### config.mk
export PLATFORM = sky130hd
export DESIGN_NAME = mux_sel_sequencer
export DESIGN_NICKNAME = d
export VERILOG_FILES = /design/src/rtl/mux_sel_sequencer.sv
export SDC_FILE = /design/constraint.sdc
export NUM_CORES = 1
export LEC_CHECK = 0
export BUFFER_PORTS_ARGS = -buffer_cell sky130_fd_sc_hd__buf_2
export CAP_MARGIN = 20
export CELL_PAD_IN_SITES_DETAIL_PLACEMENT = 0
export CELL_PAD_IN_SITES_GLOBAL_PLACEMENT = 1
export CORE_ASPECT_RATIO = 1.4
export CORE_MARGIN = 3
export CORE_UTILIZATION = 34
export CTS_CLUSTER_DIAMETER = 80
export CTS_CLUSTER_SIZE = 16
export DETAILED_ROUTE_END_ITERATION = 8
export PLACE_DENSITY_LB_ADDON = 0.1
export SLEW_MARGIN = 20
export SYNTH_ARGS = -nofsm -noshare
export SYNTH_HDL_FRONTEND = slang
export SYNTH_SLANG_ARGS = --single-unit
### constraint.sdc
create_clock -name clk -period 1.31 [get_ports clk]
set_input_delay 0.131 -clock clk [delete_from_list [all_inputs] [get_ports clk]]
set_output_delay 0.131 -clock clk [all_outputs]
set_load 0.05 [all_outputs]
### src/rtl/mux_sel_sequencer.sv
// Captures a word over valid/ready and walks the mux select across it; first bit one cycle after accept.
// load_ready only in IDLE (or on the last bit when GAP_CYCLES=0, for bubble-free back-to-back frames).
module mux_sel_sequencer #(
   parameter int DATA_W     = 8,
   parameter int SEL_W      = $clog2(DATA_W),
   parameter bit MSB_FIRST  = 1'b0,
   parameter int GAP_CYCLES = 0
) (
   input  logic              clk,
   input  logic              rst_n,
   input  logic              load_valid,
   input  logic [DATA_W-1:0] load_data,
   output logic              load_ready,
   output logic [DATA_W-1:0] mux_d,
   output logic [SEL_W-1:0]  mux_sel,
   output logic              ser_bit,
   output logic              ser_valid,
   output logic              frame_start,
   output logic              frame_done
);

   typedef enum logic [1:0] {
      ST_IDLE  = 2'd0,
      ST_SHIFT = 2'd1,
      ST_GAP   = 2'd2
   } state_t;

   localparam logic [SEL_W-1:0] SEL_ONE   = SEL_W'(1);
   localparam logic [SEL_W-1:0] SEL_FIRST = MSB_FIRST ? SEL_W'(DATA_W - 1) : '0;
   localparam logic [SEL_W-1:0] SEL_LAST  = MSB_FIRST ? '0 : SEL_W'(DATA_W - 1);
   localparam logic [3:0]       GAP_LAST  = 4'(GAP_CYCLES - 1);

   state_t              r_state;
   logic [DATA_W-1:0]   r_mux_d;
   logic [SEL_W-1:0]    r_mux_sel;
   logic                r_ser_valid;
   logic                r_frame_start;
   logic                r_frame_done;
   logic [3:0]          r_gap_cnt;

   state_t              w_state_nxt;
   logic [DATA_W-1:0]   w_mux_d_nxt;
   logic [SEL_W-1:0]    w_mux_sel_nxt;
   logic                w_ser_valid_nxt;
   logic                w_frame_start_nxt;
   logic                w_frame_done_nxt;
   logic [3:0]          w_gap_cnt_nxt;
   logic [SEL_W-1:0]    w_sel_step;
   logic                w_load_ready;
   logic                w_accept;

   // Ready is a pure register decode, so a producer never sees a combinational loop through us.
   assign w_load_ready = (r_state == ST_IDLE) ||
                         ((GAP_CYCLES == 0) && (r_state == ST_SHIFT) && r_frame_done);
   assign w_accept     = load_valid && w_load_ready;
   assign w_sel_step   = MSB_FIRST ? (r_mux_sel - SEL_ONE) : (r_mux_sel + SEL_ONE);

   always_comb begin
      w_state_nxt       = r_state;
      w_mux_d_nxt       = r_mux_d;
      w_mux_sel_nxt     = '0;
      w_ser_valid_nxt   = 1'b0;
      w_frame_start_nxt = 1'b0;
      w_frame_done_nxt  = 1'b0;
      w_gap_cnt_nxt     = r_gap_cnt;

      case (r_state)
         ST_IDLE: begin
            if (w_accept) begin
               w_state_nxt       = ST_SHIFT;
               w_mux_d_nxt       = load_data;
               w_mux_sel_nxt     = SEL_FIRST;
               w_ser_valid_nxt   = 1'b1;
               w_frame_start_nxt = 1'b1;
            end
         end
         ST_SHIFT: begin
            if (!r_frame_done) begin
               w_mux_sel_nxt    = w_sel_step;
               w_ser_valid_nxt  = 1'b1;
               w_frame_done_nxt = (w_sel_step == SEL_LAST);
            end else if (w_accept) begin
               w_mux_d_nxt       = load_data;
               w_mux_sel_nxt     = SEL_FIRST;
               w_ser_valid_nxt   = 1'b1;
               w_frame_start_nxt = 1'b1;
            end else if (GAP_CYCLES == 0) begin
               w_state_nxt = ST_IDLE;
            end else begin
               w_state_nxt   = ST_GAP;
               w_gap_cnt_nxt = '0;
            end
         end
         ST_GAP: begin
            if (r_gap_cnt == GAP_LAST) begin
               w_state_nxt   = ST_IDLE;
               w_gap_cnt_nxt = '0;
            end else begin
               w_gap_cnt_nxt = r_gap_cnt + 4'd1;
            end
         end
         default: begin
            w_state_nxt = ST_IDLE;
         end
      endcase
   end

   always_ff @(posedge clk or negedge rst_n) begin
      if (!rst_n) begin
         r_state       <= ST_IDLE;
         r_mux_d       <= '0;
         r_mux_sel     <= '0;
         r_ser_valid   <= 1'b0;
         r_frame_start <= 1'b0;
         r_frame_done  <= 1'b0;
         r_gap_cnt     <= '0;
      end else begin
         r_state       <= w_state_nxt;
         r_mux_d       <= w_mux_d_nxt;
         r_mux_sel     <= w_mux_sel_nxt;
         r_ser_valid   <= w_ser_valid_nxt;
         r_frame_start <= w_frame_start_nxt;
         r_frame_done  <= w_frame_done_nxt;
         r_gap_cnt     <= w_gap_cnt_nxt;
      end
   end

   assign load_ready  = w_load_ready;
   assign mux_d       = r_mux_d;
   assign mux_sel     = r_mux_sel;
   assign ser_bit     = r_ser_valid & r_mux_d[r_mux_sel];
   assign ser_valid   = r_ser_valid;
   assign frame_start = r_frame_start;
   assign frame_done  = r_frame_done;

endmodule

======== Word-level counts from Yosys, hierarchy flattened ========
Index checks and enable logic that the tools add are counted.
W data, S select, Z words.
storage, ports and cells
  register bits after elaboration ......... 20
  bits in latches ......................... 0
  memory bits (writable) .................. 0
  memory bits (read-only) ................. 0
  input bits .............................. 11
  output and inout bits ................... 16
  word-level logic and storage cells ...... 46
  memories ................................ 0
cells by class
  add/subtract/negate cells ............... 2
  multiply operators ...................... 0
  div/mod/pow operators ................... 0
  order comparisons ....................... 1
  equal/unequal tests ..................... 8
  shift operators ......................... 0
  mux-type cells .......................... 20
  bitwise gates (word level) .............. 1
  reduce and logical (&&, ||, !) cells .... 7
operators with widths
  operator               number
  $mux W8                2
  $pmux W8 S2            1
  $mux W2                4
  $ne A2 B2 Y1 const B   4
  $mux W1                6
  $mux W3                2
  $pmux W2 S3            1
  $add A4 B1 Y4 const B  1
  $eq A4 B4 Y1 const B   1
  $lt A3 B4 Y1 const B   1
  $mux W4                1
  $pmux W1 S2            2
  $reduce_and A4 Y1      1
  $add A3 B1 Y3 const B  1
  $bmux W1 S3            1
  $eq A3 B3 Y1 const B   1
  $eq A2 B1 Y1 const B   1
  $eq A2 B2 Y1 const B   1
  $logic_and A1 B1 Y1    2
  $logic_not A2 Y1       1
  $reduce_and A2 Y1      1
  $reduce_bool A2 Y1     1
  $and A1 B1 Y1          1
  $logic_or A1 B1 Y1     1

======== Depth between registers and ports, before layout ========
  depth in word-level cells ............... 7
  mapped depth ............................ 4
  depth with buffers taken out ............ 4

======== Worst setup path after synthesis ========
No wires, ideal clock.
  kind .................................... register to output
  start ................................... reg r_mux_sel[1] (netlist: mux_sel[1])
  end ..................................... out ser_bit
  arrival time ............................ 2,300 ps
  required time ........................... 1,179 ps
  slack ................................... -1,121 ps
  cell stages (with the launch flop) ...... 4
  buffers on the path ..................... 0
  cell sequence ........................... dfrtp_1 > mux4_1 > nor2_1 > a311oi_1
on the way
  longest elaborated chain between the ends .. 3
ends and longest elaborated chain
  element                        RTL line  RTL
  from (decl)                    35        logic [SEL_W-1:0] r_mux_sel;
  from (signal assigned)         120       r_mux_sel <= w_mux_sel_nxt;
  $bmux W1 S3                    131       assign ser_bit = r_ser_valid & r_mux_d[r_mux_sel];
  $mux W1 (implied by the code)  131
  $and A1 B1 Y1                  131
  to (decl)                      16        output logic ser_bit,
Every way passes these cells. The select of a mux whose other input is x is not followed.

======== Final worst setup path ========
Same ends and word-level chain as after synthesis.

==> flow_metrics.py <==
metrics = {
    "min_path": {
        "hold_class": "input port to register",
        "hold_start": "load_data[1]",
        "hold_path_depth": 2,
        "min_to": "mux_d[1]",
    },
    "global_route": {
        "antenna_found_initial": 0,
        "grt_pass1_vias": 495,
        "grt_max_degree": 16,
        "grt_pass1_wl_um": 2020,
        "grt_overflow": 0,
        "grtUsageTotal_pct": 11.1,
    },
    "floorplanning": {
        "pin_count": 27,
        "die_x_um": 42.2,
        "start_util_pct": 37.6,
        "die-area_um2": 2390,
        "core.rowCount": 17,
        "core_area_um2": 1660,
        "die_y_um": 56.7,
    },
    "detailed_routing": {
        "wire_per_inst_um": 11.6,
        "detail-route-antenna-nets": 0,
        "wirelength_um": 1210,
        "first_pass_iters": 2,
        "num_vias": 473,
        "drt-initial-drc-count": 6,
        "vias_per_cell": 4.55,
        "detail_route.drc_violations": 0,
    },
    "sta": {
        "setup_viol": 1,
        "rsz0062_at_grt": "true",
        "layout_setup_ws_ns": -0.398,
        "period_minus_slack_ns": 1.71,
        "tns_ns": -0.398,
        "fin_skew_ns": 0.00138,
        "worst_pin_slew_ns": 0.284,
        "drv_slew": 0,
        "fin_crit_sh_pct": 130,
        "finalHoldViolCount": 0,
        "relSlewSlack_pct": 80.5,
        "timing.fmax_mhz": 586,
    },
    "setup_path": {
        "critPathBufInv": 2,
        "crit_arrival_ns": 1.58,
        "crit_chain": "mux2_4 -> o31ai_4 -> buf_4 -> a311oi_4 -> buf_6",
        "cp_slowest_cell": "dfrtp_2",
        "critPathCaptureType": "output pin",
        "cp_max_fo": 4,
        "rr_worst_depth": 5,
        "r2r-end": "frame_done",
        "slowest_delay_ns": 0.44,
        "cp.required_ns": 1.18,
        "critPathTopFamily": "flip-flops",
        "timing.rr.start": "mux_sel[1]",
        "critical_path_class": "register to output pin",
        "reg2reg_slack_ns": 0.08,
        "cp-start-kind": "register",
    },
    "place": {
        "gp_congestion": 0.787,
        "io_buffers": 26,
    },
    "layout": {
        "syn_to_final_growth_pct": 61.7,
        "diodes": 0,
        "final_nets": 99,
        "drive_gt1_share_pct": 75.3,
        "fill_cells": 131,
    },
    "clocking": {
        "cts_setup_buffers": 0,
        "clk_path_buf_depth": 2,
        "h-tree-depth": 1,
        "clockRootBuffer": "clkbuf_4",
        "insertion_delay_ns": 0.27,
        "cts.sinks": 15,
        "path_clk_slew_ns": 0.08,
        "cts_tree": "yes",
        "numCtsBuffers": 3,
    },
    "synth": {
        "syn_avg_cell_area_um2": 14.5,
        "synth.net_count": 56,
        "synth_area_um2": 624,
        "ys_ff_latch": 15,
        "synth_warnings": 0,
        "ys_seq_area_share_pct": 60.1,
        "synth_cells": 43,
        "synth_cell_types": 14,
    },
    "status": {
        "status": "complete, but fails checks",
        "violations": "setup timing",
    },
    "flow_run": {
        "max_cap_viol_count": 0,
    },
}
## flip-flops by register name, summed over array words and instances, names as in the netlist
| register | cells |
|---|---|
| frame_done | 1 |
| frame_start | 1 |
| mux_d | 8 |
| mux_sel | 3 |
| r_state | 1 |
| ser_valid | 1 |
## per-layer routing
metal,vias to the layer above,global-route usage (%),wire length (µm)
met5,-,0,0
met4,0,6.67,0
met3,0,2.24,100
met2,22,18.3,601
met1,218,13.0,503
li1,233,-,-
## synth_stat cells
library cell | count | share of area [%]
a311oi_1 | 1 | 1.4
and2_1 | 1 | 1.0
buf_4 | 1 | 1.2
dfrtp_1 | 15 | 60
ha_1 | 2 | 4.0
inv_1 | 2 | 1.2
mux2_2 | 9 | 16
mux2i_1 | 1 | 1.6
mux4_1 | 1 | 4.2
nand2_2 | 1 | 1.0
nand2b_1 | 3 | 3.0
nor2_1 | 4 | 2.4
o31ai_1 | 1 | 1.2
xnor2_1 | 1 | 1.4
## layout make-up
class,count,area [µm²],area share (%)
Sequential cell,15,385,38.2
Multi-Input combinational cell,25,324,32.1
Inverter,2,7.51,0.743
Timing Repair Buffer,39,243,24.0
Tap cell,19,23.8,2.35
Clock buffer,4,26.3,2.60
## cells by family after synthesis
logic type | count (synthesis) | share of synthesized area (%)
and+or+nand+nor | 9 | 7.42
AOI/OAI and AO/OA | 2 | 2.61
muxes | 11 | 22.0
xor gates and xnor gates | 1 | 1.40
buffers and inverters | 3 | 2.41
DFF | 15 | 60.1
adders and majority gates | 2 | 4.01
## per-stage QoR
stage	util [%]	std cells	setup WS, ns	area [µm²]	hold WS (ns)
6_report	60.9	104	-0.398	1010	0.0794
5_1_grt	60.9	104	-0.470	1010	0.0681
2_1_floorplan	-	43	-0.367	716	-0.165
4_1_cts	59.7	104	-0.416	990	0.0705
3_5_place_dp	56.6	99	-0.221	940	0.0498
3_3_place_gp	56.6	99	-0.199	940	0.0442
## placed cells by master (no fill, tap or decap), drive strengths merged, types with 2 or more instances in the layout
cell | Yosys | layout
buf | 1 | 38
dfrtp | 15 | 15
mux2 | 9 | 9
nor2 | 4 | 4
clkbuf | 0 | 4
nand2b | 3 | 3
inv | 2 | 2
ha | 2 | 2
## what timing repair did
item | 4_1_cts | 5_1_grt
pin swaps | 2 | 1
endpoints found under the hold margin | 15 | 0
hold buffers | 1 | 0
endpoints found under the setup margin | 1 | 2
gates resized for setup | 6 | 5
## worst max path at each step
stage | depth (start not counted) | startpoint | end | slack (ns)
CTS | 4 | mux_sel[1] | ser_bit | -0.42
floorplan | 3 | mux_sel[1] | ser_bit | -0.37
finish | 5 | mux_sel[1] | ser_bit | -0.40
global placement | 4 | mux_sel[1] | ser_bit | -0.20
global route | 5 | mux_sel[1] | ser_bit | -0.47
detailed placement | 4 | mux_sel[1] | ser_bit | -0.22
Power is not shown: default switching activity piles up to over one toggle a cycle in this logic, so the estimate is an artifact.
